**config.mk**
```make
export PLATFORM = sky130hd
export DESIGN_NAME = scr1_ahb_ram_arb
export DESIGN_NICKNAME = d
export VERILOG_FILES = /design/src/rtl/scr1_ahb_ram_arb_pkg.sv /design/src/rtl/scr1_ahb_ram_port.sv /design/src/rtl/scr1_ahb_ram_arb.sv
export SDC_FILE = /design/constraint.sdc
export NUM_CORES = 1
export LEC_CHECK = 0
export CORE_ASPECT_RATIO = 1.2
export CORE_MARGIN = 2
export CORE_UTILIZATION = 34
export CTS_CLUSTER_DIAMETER = 150
export DETAILED_ROUTE_END_ITERATION = 16
export PLACE_DENSITY = 0.8
export SKIP_CTS_REPAIR_TIMING = 1
export SYNTH_ARGS = -nofsm -noshare
export SYNTH_HDL_FRONTEND = slang
export SYNTH_HIERARCHICAL = 1
export SYNTH_SLANG_ARGS = --single-unit
```
**constraint.sdc**
```tcl
create_clock -name cpu_clk -period 3.7 [get_ports cpu_clk]
set_clock_uncertainty 0.2 [all_clocks]
set_input_delay 0.37 -clock cpu_clk [delete_from_list [all_inputs] [get_ports cpu_clk]]
set_output_delay 0.37 -clock cpu_clk [all_outputs]
set_load 0.01 [all_outputs]
```
**src/rtl/scr1_ahb_ram_arb_pkg.sv**
```systemverilog
// Shared types and helpers for the imem/dmem AHB-Lite RAM arbiter.
package scr1_ahb_ram_arb_pkg;

  typedef enum logic [2:0] {
    ST_IDLE,
    ST_WAIT,
    ST_RD,
    ST_ERR1,
    ST_ERR2
  } port_st_e;

  localparam int unsigned HTRANS_ACT = 1;

  localparam logic [2:0] HSIZE_B = 3'd0;
  localparam logic [2:0] HSIZE_H = 3'd1;
  localparam logic [2:0] HSIZE_W = 3'd2;

  function automatic logic [3:0] size2be(
    input logic [2:0] hsize,
    input logic [1:0] a
  );
    logic [3:0] be;
    be = 4'b1111;
    unique case (1'b1)
      (hsize == HSIZE_B): be = 4'b0001 << a;
      (hsize == HSIZE_H): be = a[1] ? 4'b1100 : 4'b0011;
      default:            be = 4'b1111;
    endcase
    return be;
  endfunction

  function automatic logic addr_ok(
    input logic [31:0] haddr,
    input logic [31:0] base,
    input int unsigned aw,
    input logic [2:0]  hsize
  );
    logic win;
    logic al;
    win = ((haddr ^ base) >> (aw + 2)) == 32'd0;
    al  = 1'b0;
    unique case (1'b1)
      (hsize == HSIZE_B): al = 1'b1;
      (hsize == HSIZE_H): al = ~haddr[0];
      (hsize == HSIZE_W): al = (haddr[1:0] == 2'b00);
      default:            al = 1'b0;
    endcase
    return win & al;
  endfunction

endpackage

```
**src/rtl/scr1_ahb_ram_port.sv**
```systemverilog
// One AHB-Lite slave port: address capture, wait/read/error sequencing.
module scr1_ahb_ram_port
  import scr1_ahb_ram_arb_pkg::*;
#(
  parameter int          RAM_AW = 14,
  parameter logic [31:0] BASE   = 32'hFFEF_0000,
  parameter bit          WR_EN  = 1'b1
) (
  input  logic              i_clk,
  input  logic              i_rst_n,
  input  logic              i_hsel,
  input  logic [1:0]        i_htrans,
  input  logic [2:0]        i_hsize,
  input  logic              i_hwrite,
  input  logic [31:0]       i_haddr,
  input  logic              i_grant,
  input  logic [31:0]       i_ram_rdata,
  output logic              o_hready,
  output logic              o_hresp,
  output logic [31:0]       o_hrdata,
  output logic              o_req,
  output logic              o_we,
  output logic [RAM_AW-1:0] o_addr,
  output logic [3:0]        o_be
);

  port_st_e          r_st;
  logic [RAM_AW-1:0] r_addr;
  logic [1:0]        r_lsb;
  logic [2:0]        r_size;
  logic              r_we;

  logic w_acc;
  logic w_ok;

  always_comb begin
    o_hready = 1'b1;
    o_hresp  = 1'b0;
    unique case (r_st)
      ST_WAIT: o_hready = i_grant & r_we;
      ST_ERR1: begin
        o_hready = 1'b0;
        o_hresp  = 1'b1;
      end
      ST_ERR2: o_hresp = 1'b1;
      default: ;
    endcase
  end

  assign w_acc    = i_hsel & i_htrans[HTRANS_ACT] & o_hready;
  assign w_ok     = addr_ok(i_haddr, BASE, RAM_AW, i_hsize);
  assign o_hrdata = (r_st == ST_RD) ? i_ram_rdata : '0;
  assign o_req    = (r_st == ST_WAIT);
  assign o_we     = r_we;
  assign o_addr   = r_addr;
  assign o_be     = r_we ? size2be(r_size, r_lsb) : 4'b1111;

  always_ff @(posedge i_clk or negedge i_rst_n) begin
    if (!i_rst_n) begin
      r_st   <= ST_IDLE;
      r_addr <= '0;
      r_lsb  <= '0;
      r_size <= '0;
      r_we   <= 1'b0;
    end else if (w_acc) begin
      r_st   <= w_ok ? ST_WAIT : ST_ERR1;
      r_addr <= i_haddr[RAM_AW+1:2];
      r_lsb  <= i_haddr[1:0];
      r_size <= i_hsize;
      r_we   <= WR_EN & i_hwrite;
    end else begin
      unique case (r_st)
        ST_WAIT: if (i_grant) r_st <= r_we ? ST_IDLE : ST_RD;
        ST_ERR1: r_st <= ST_ERR2;
        default: r_st <= ST_IDLE;
      endcase
    end
  end

endmodule

```
**src/rtl/scr1_ahb_ram_arb.sv**
```systemverilog
// Shares one single-port RAM between the imem and dmem AHB-Lite ports.
module scr1_ahb_ram_arb
  import scr1_ahb_ram_arb_pkg::*;
#(
  parameter int          RAM_AW     = 14,
  parameter logic [31:0] IMEM_BASE  = 32'hFFEF_0000,
  parameter logic [31:0] DMEM_BASE  = 32'hFFEF_0000,
  parameter int          STARVE_LIM = 4
) (
  input  logic              cpu_clk,
  input  logic              pwrup_rst_n,
  input  logic              imem_hsel,
  input  logic [1:0]        imem_htrans,
  input  logic [2:0]        imem_hsize,
  input  logic [31:0]       imem_haddr,
  output logic              imem_hready,
  output logic              imem_hresp,
  output logic [31:0]       imem_hrdata,
  input  logic              dmem_hsel,
  input  logic [1:0]        dmem_htrans,
  input  logic [2:0]        dmem_hsize,
  input  logic              dmem_hwrite,
  input  logic [31:0]       dmem_haddr,
  input  logic [31:0]       dmem_hwdata,
  output logic              dmem_hready,
  output logic              dmem_hresp,
  output logic [31:0]       dmem_hrdata,
  output logic              ram_en,
  output logic              ram_we,
  output logic [3:0]        ram_be,
  output logic [RAM_AW-1:0] ram_addr,
  output logic [31:0]       ram_wdata,
  input  logic [31:0]       ram_rdata
);

  localparam int SW = $clog2(STARVE_LIM + 1);
  localparam logic [SW-1:0] LIM = SW'(STARVE_LIM);

  logic              w_i_req, w_d_req;
  logic              w_i_gnt, w_d_gnt;
  logic              w_i_we, w_d_we;
  logic [RAM_AW-1:0] w_i_addr, w_d_addr;
  logic [3:0]        w_i_be, w_d_be;
  logic [SW-1:0]     r_starve;

  scr1_ahb_ram_port #(
    .RAM_AW (RAM_AW),
    .BASE   (IMEM_BASE),
    .WR_EN  (1'b0)
  ) u_imem (
    .i_clk       (cpu_clk),
    .i_rst_n     (pwrup_rst_n),
    .i_hsel      (imem_hsel),
    .i_htrans    (imem_htrans),
    .i_hsize     (imem_hsize),
    .i_hwrite    (1'b0),
    .i_haddr     (imem_haddr),
    .i_grant     (w_i_gnt),
    .i_ram_rdata (ram_rdata),
    .o_hready    (imem_hready),
    .o_hresp     (imem_hresp),
    .o_hrdata    (imem_hrdata),
    .o_req       (w_i_req),
    .o_we        (w_i_we),
    .o_addr      (w_i_addr),
    .o_be        (w_i_be)
  );

  scr1_ahb_ram_port #(
    .RAM_AW (RAM_AW),
    .BASE   (DMEM_BASE),
    .WR_EN  (1'b1)
  ) u_dmem (
    .i_clk       (cpu_clk),
    .i_rst_n     (pwrup_rst_n),
    .i_hsel      (dmem_hsel),
    .i_htrans    (dmem_htrans),
    .i_hsize     (dmem_hsize),
    .i_hwrite    (dmem_hwrite),
    .i_haddr     (dmem_haddr),
    .i_grant     (w_d_gnt),
    .i_ram_rdata (ram_rdata),
    .o_hready    (dmem_hready),
    .o_hresp     (dmem_hresp),
    .o_hrdata    (dmem_hrdata),
    .o_req       (w_d_req),
    .o_we        (w_d_we),
    .o_addr      (w_d_addr),
    .o_be        (w_d_be)
  );

  // dmem has priority until imem has lost STARVE_LIM times in a row
  assign w_i_gnt = w_i_req & (~w_d_req | (r_starve == LIM));
  assign w_d_gnt = w_d_req & ~w_i_gnt;

  always_ff @(posedge cpu_clk or negedge pwrup_rst_n) begin
    if (!pwrup_rst_n) begin
      r_starve <= '0;
    end else if (w_i_req & w_d_gnt) begin
      if (r_starve != LIM) r_starve <= r_starve + 1'b1;
    end else begin
      r_starve <= '0;
    end
  end

  always_comb begin
    ram_en    = 1'b0;
    ram_we    = 1'b0;
    ram_be    = 4'b0000;
    ram_addr  = '0;
    ram_wdata = '0;
    unique case (1'b1)
      w_d_gnt: begin
        ram_en    = 1'b1;
        ram_we    = w_d_we;
        ram_be    = w_d_be;
        ram_addr  = w_d_addr;
        ram_wdata = w_d_we ? dmem_hwdata : '0;
      end
      w_i_gnt: begin
        ram_en   = 1'b1;
        ram_we   = w_i_we;
        ram_be   = w_i_be;
        ram_addr = w_i_addr;
      end
      default: ;
    endcase
  end

endmodule

```
==> key figures, run 1 <==
Placement
  • PortBufs: 260
  • Detail Placement HPWL: 9350 microns
  • RePlAce Congestion: just under 0.8
  • Placed standard-cell area: between 5000 and 6000 sq um

STA
  • Slew Viols, Final: 0
  • Max frequency: just over 300 MHz
  • Final min period: roughly 3.2 ns
  • Worst slew margin: a little over a third
  • Sum Neg Setup Slack: 0 ns
  • Worst-Margin Slew: just under 1 ns
  • Final worst-path cycle share: between 80% and 90%
  • Final setup fails: 0
  • Hold Violations, Final: 0
  • Unrepaired setup endpoints after global routing: false

Global routing
  • Met1 usage: 22.7%
  • Overflow after GRT: 0
  • Largest net degree at the start of global routing: 52
  • Met2 usage: a little under two fifths
  • Vias in the first global route: roughly 3400
  • First-pass GRT wire length: 17700 microns
  • Initial antenna violation count: 8
  • Most Crowded Layer GR: met2
  • Met3 GRT Util: 9.61%
  • GR Util All Layers: between 20% and 30%

Detailed routing
  • DR DRC count: 0
  • Via-per-instance ratio: 4.73
  • ANT nets after route: 0
  • DR vias: between 3000 and 4000
  • Wirelength, routed: roughly 12000 microns
  • Iteration-0 DRC Markers: between 100 and 150
  • Routed WL per cell: 16.4 microns
  • First-pass DRT Iterations: 4

Critical path
  • Critical-path cell list: nor2b_4 -> nor2b_2 -> nand2_2 -> nor3b_2 -> clkdlybuf4s50_1
  • Crit end category: primary output
  • Critical Path AT: 2.67 ns
  • CP max-delay cell: clkdlybuf4s50_1
  • WP buf/inv: 1
  • Slowest stage delay, CP: slightly above 0.6 ns
  • Worst Path Required: 3.13 ns
  • Worst Setup Start Kind: flop
  • Family with the most delay on the worst path: simple AND/OR/NAND/NOR gates
  • Crit Path Class: flop to primary output
  • Max Fanout on Critical Path: 33

Synth
  • Synth Cell Area: 3290 sq um
  • Synthesized instance count: between 300 and 400
  • Avg Inst Size Synth: ~10 sq um
  • YS warnings: 6

Power and ir drop
  • Sequential power share: around a quarter
  • Leak Pwr: approximately 2.4 nW
  • Clk pwr share: 13.3%
  • P_int: between 0.002 and 0.0025 W
  • Sw frac: 35.4%
  • Sw Pwr: 0.00117 W
  • Worst vdd ir: roughly 0.00046 V
  • Comb pwr share: 61.7%
  • PwrDens: approximately 550 nW/um^2

Clocking
  • Clk_lat worst skew: around 0.28 ns
  • CTS Root Cell: clkbuf_16
  • Clock transition at path regs: approximately 0.06 ns
  • H-tree depth: 2
  • CTS max path bufs: 2
  • CTS tree: done
  • CTS Buf Count: 5
  • Sinks on Clock Net: between 40 and 50

Finish
  • FF+latch area: 1080 sq um
  • Filler Cells Inserted: between 700 and 800
  • Share of cells above drive strength 1: 16.0%
  • Fin nets: 721
  • Multi-input gate area: about 2000 sq um
  • Area delta synth->final: 83.8%
  • Util after Layout: between 60% and 70%
  • Final Cell Area: about 6000 sq um

Status
  • Status: complete, no violations

Floorplanning
  • Boundary pin count: 263
  • Die ar.: between 10000 and 15000 sq um
  • Row Count: 39
  • Die height: 112 microns
  • Die W: 93.8 microns
  • Core area: about 9500 sq um
  • Initial Util: 34.8%

Worst hold path
  • Hold Path Class: input pin to asynchronous set/reset pin

Job
  • Max-Cap Viols: 0
[worst paths after layout]
kind / start / to / slack (ns) / cells past startpoint
max: u_dmem/r_st[2]$_DFFE_PN0P_ / ram_wdata[15] / 0.46 / 5
min: pwrup_rst_n / u_dmem/o_addr[0]$_DFFE_PN0P_ / 0.04 / 1
max reg2reg: r_starve[0]$_DFFE_PN0P_ / u_dmem/o_addr[3]$_DFFE_PN0P_ / 1.02 / 9
min reg2reg: r_starve[0]$_DFFE_PN0P_ / r_starve[0]$_DFFE_PN0P_ / 0.28 / 1
max in group asynchronous: pwrup_rst_n / u_imem/o_addr[12]$_DFFE_PN0P_ / 2.66 / 1
min in group cpu_clk: r_starve[0]$_DFFE_PN0P_ / r_starve[0]$_DFFE_PN0P_ / 0.28 / 1
[cells in the final DEF, fill, tap and decap left out, types with 2 or more instances in the layout]
cell type and count:
ha_1 2, a21o_1 3, nand2_1 43, nor3_1 4, o21ai_0 4, nor2_1 6, o22ai_1 19, inv_1 6
nor3b_2 32, mux2_2 8, or2_1 2, dfrtp_1 43, mux2_4 26, clkdlybuf4s50_1 259, nor3b_1 2, nand4_1 4
a21oi_1 3, o211ai_1 2, and2_1 65, nand4b_1 2, conb_1 5, nor4_1 2, buf_4 6, clkbuf_16 5
nor2b_1 3, diode_2 4
[flip-flops by register name, summed over array words and instances, names as in the netlist]
signal         flops
u_dmem/r_lsb       2
u_dmem/r_size      3
u_dmem/r_st        3
u_imem/r_st        3
u_imem/o_addr     14
r_starve           3
u_dmem/o_we        1
u_dmem/o_addr     14
[layout make-up]
type / instances / share of cell area (%)
repair buffers: 267 / 44.0
multi-input cells: 253 / 32.7
flip-flops and latches: 43 / 17.8
well taps: 123 / 2.54
clock inverters: 1 / 0.0827
inverters: 6 / 0.372
clock buffers: 6 / 2.30
diodes: 4 / 0.165
[metal layers]
layer  vias to the layer above  routed length, microns
met3                        25                    1370
met1                      1532                    4110
met4                         8                     231
met5                         -                      43
met2                       154                    5800
li1                       1609                       -
[power by group through the flow]
stage	Clock, W	Combinational, W	Sequential [W]
2_1_floorplan	0	0.00109	0.000779
3_3_place_gp	0	0.00201	0.000814
3_5_place_dp	0	0.00204	0.000827
4_1_cts	0.000446	0.00206	0.000824
5_1_grt	0.000469	0.00219	0.000850
6_report	0.000440	0.00204	0.000825
[metrics by stage]
stage / hold slack, ns / setup slack [ns] / power [W] / cells
4_1_cts: 0.0850 / 0.428 / 0.00333 / 699
6_report: 0.0352 / 0.458 / 0.00330 / 703
5_1_grt: 0.110 / 0.305 / 0.00351 / 699
3_3_place_gp: 0.245 / 0.793 / 0.00283 / 692
3_5_place_dp: 0.272 / 0.744 / 0.00287 / 692
2_1_floorplan: -0.126 / 0.945 / 0.00187 / 333
(Power assumes the default switching activity.)
==> run 2: changes to the inputs <==
Settings changed: SKIP_CTS_REPAIR_TIMING 1 to unset.
==> results of run 2 <==
The final DEF is identical to that of run 1; final timing and power are the same.
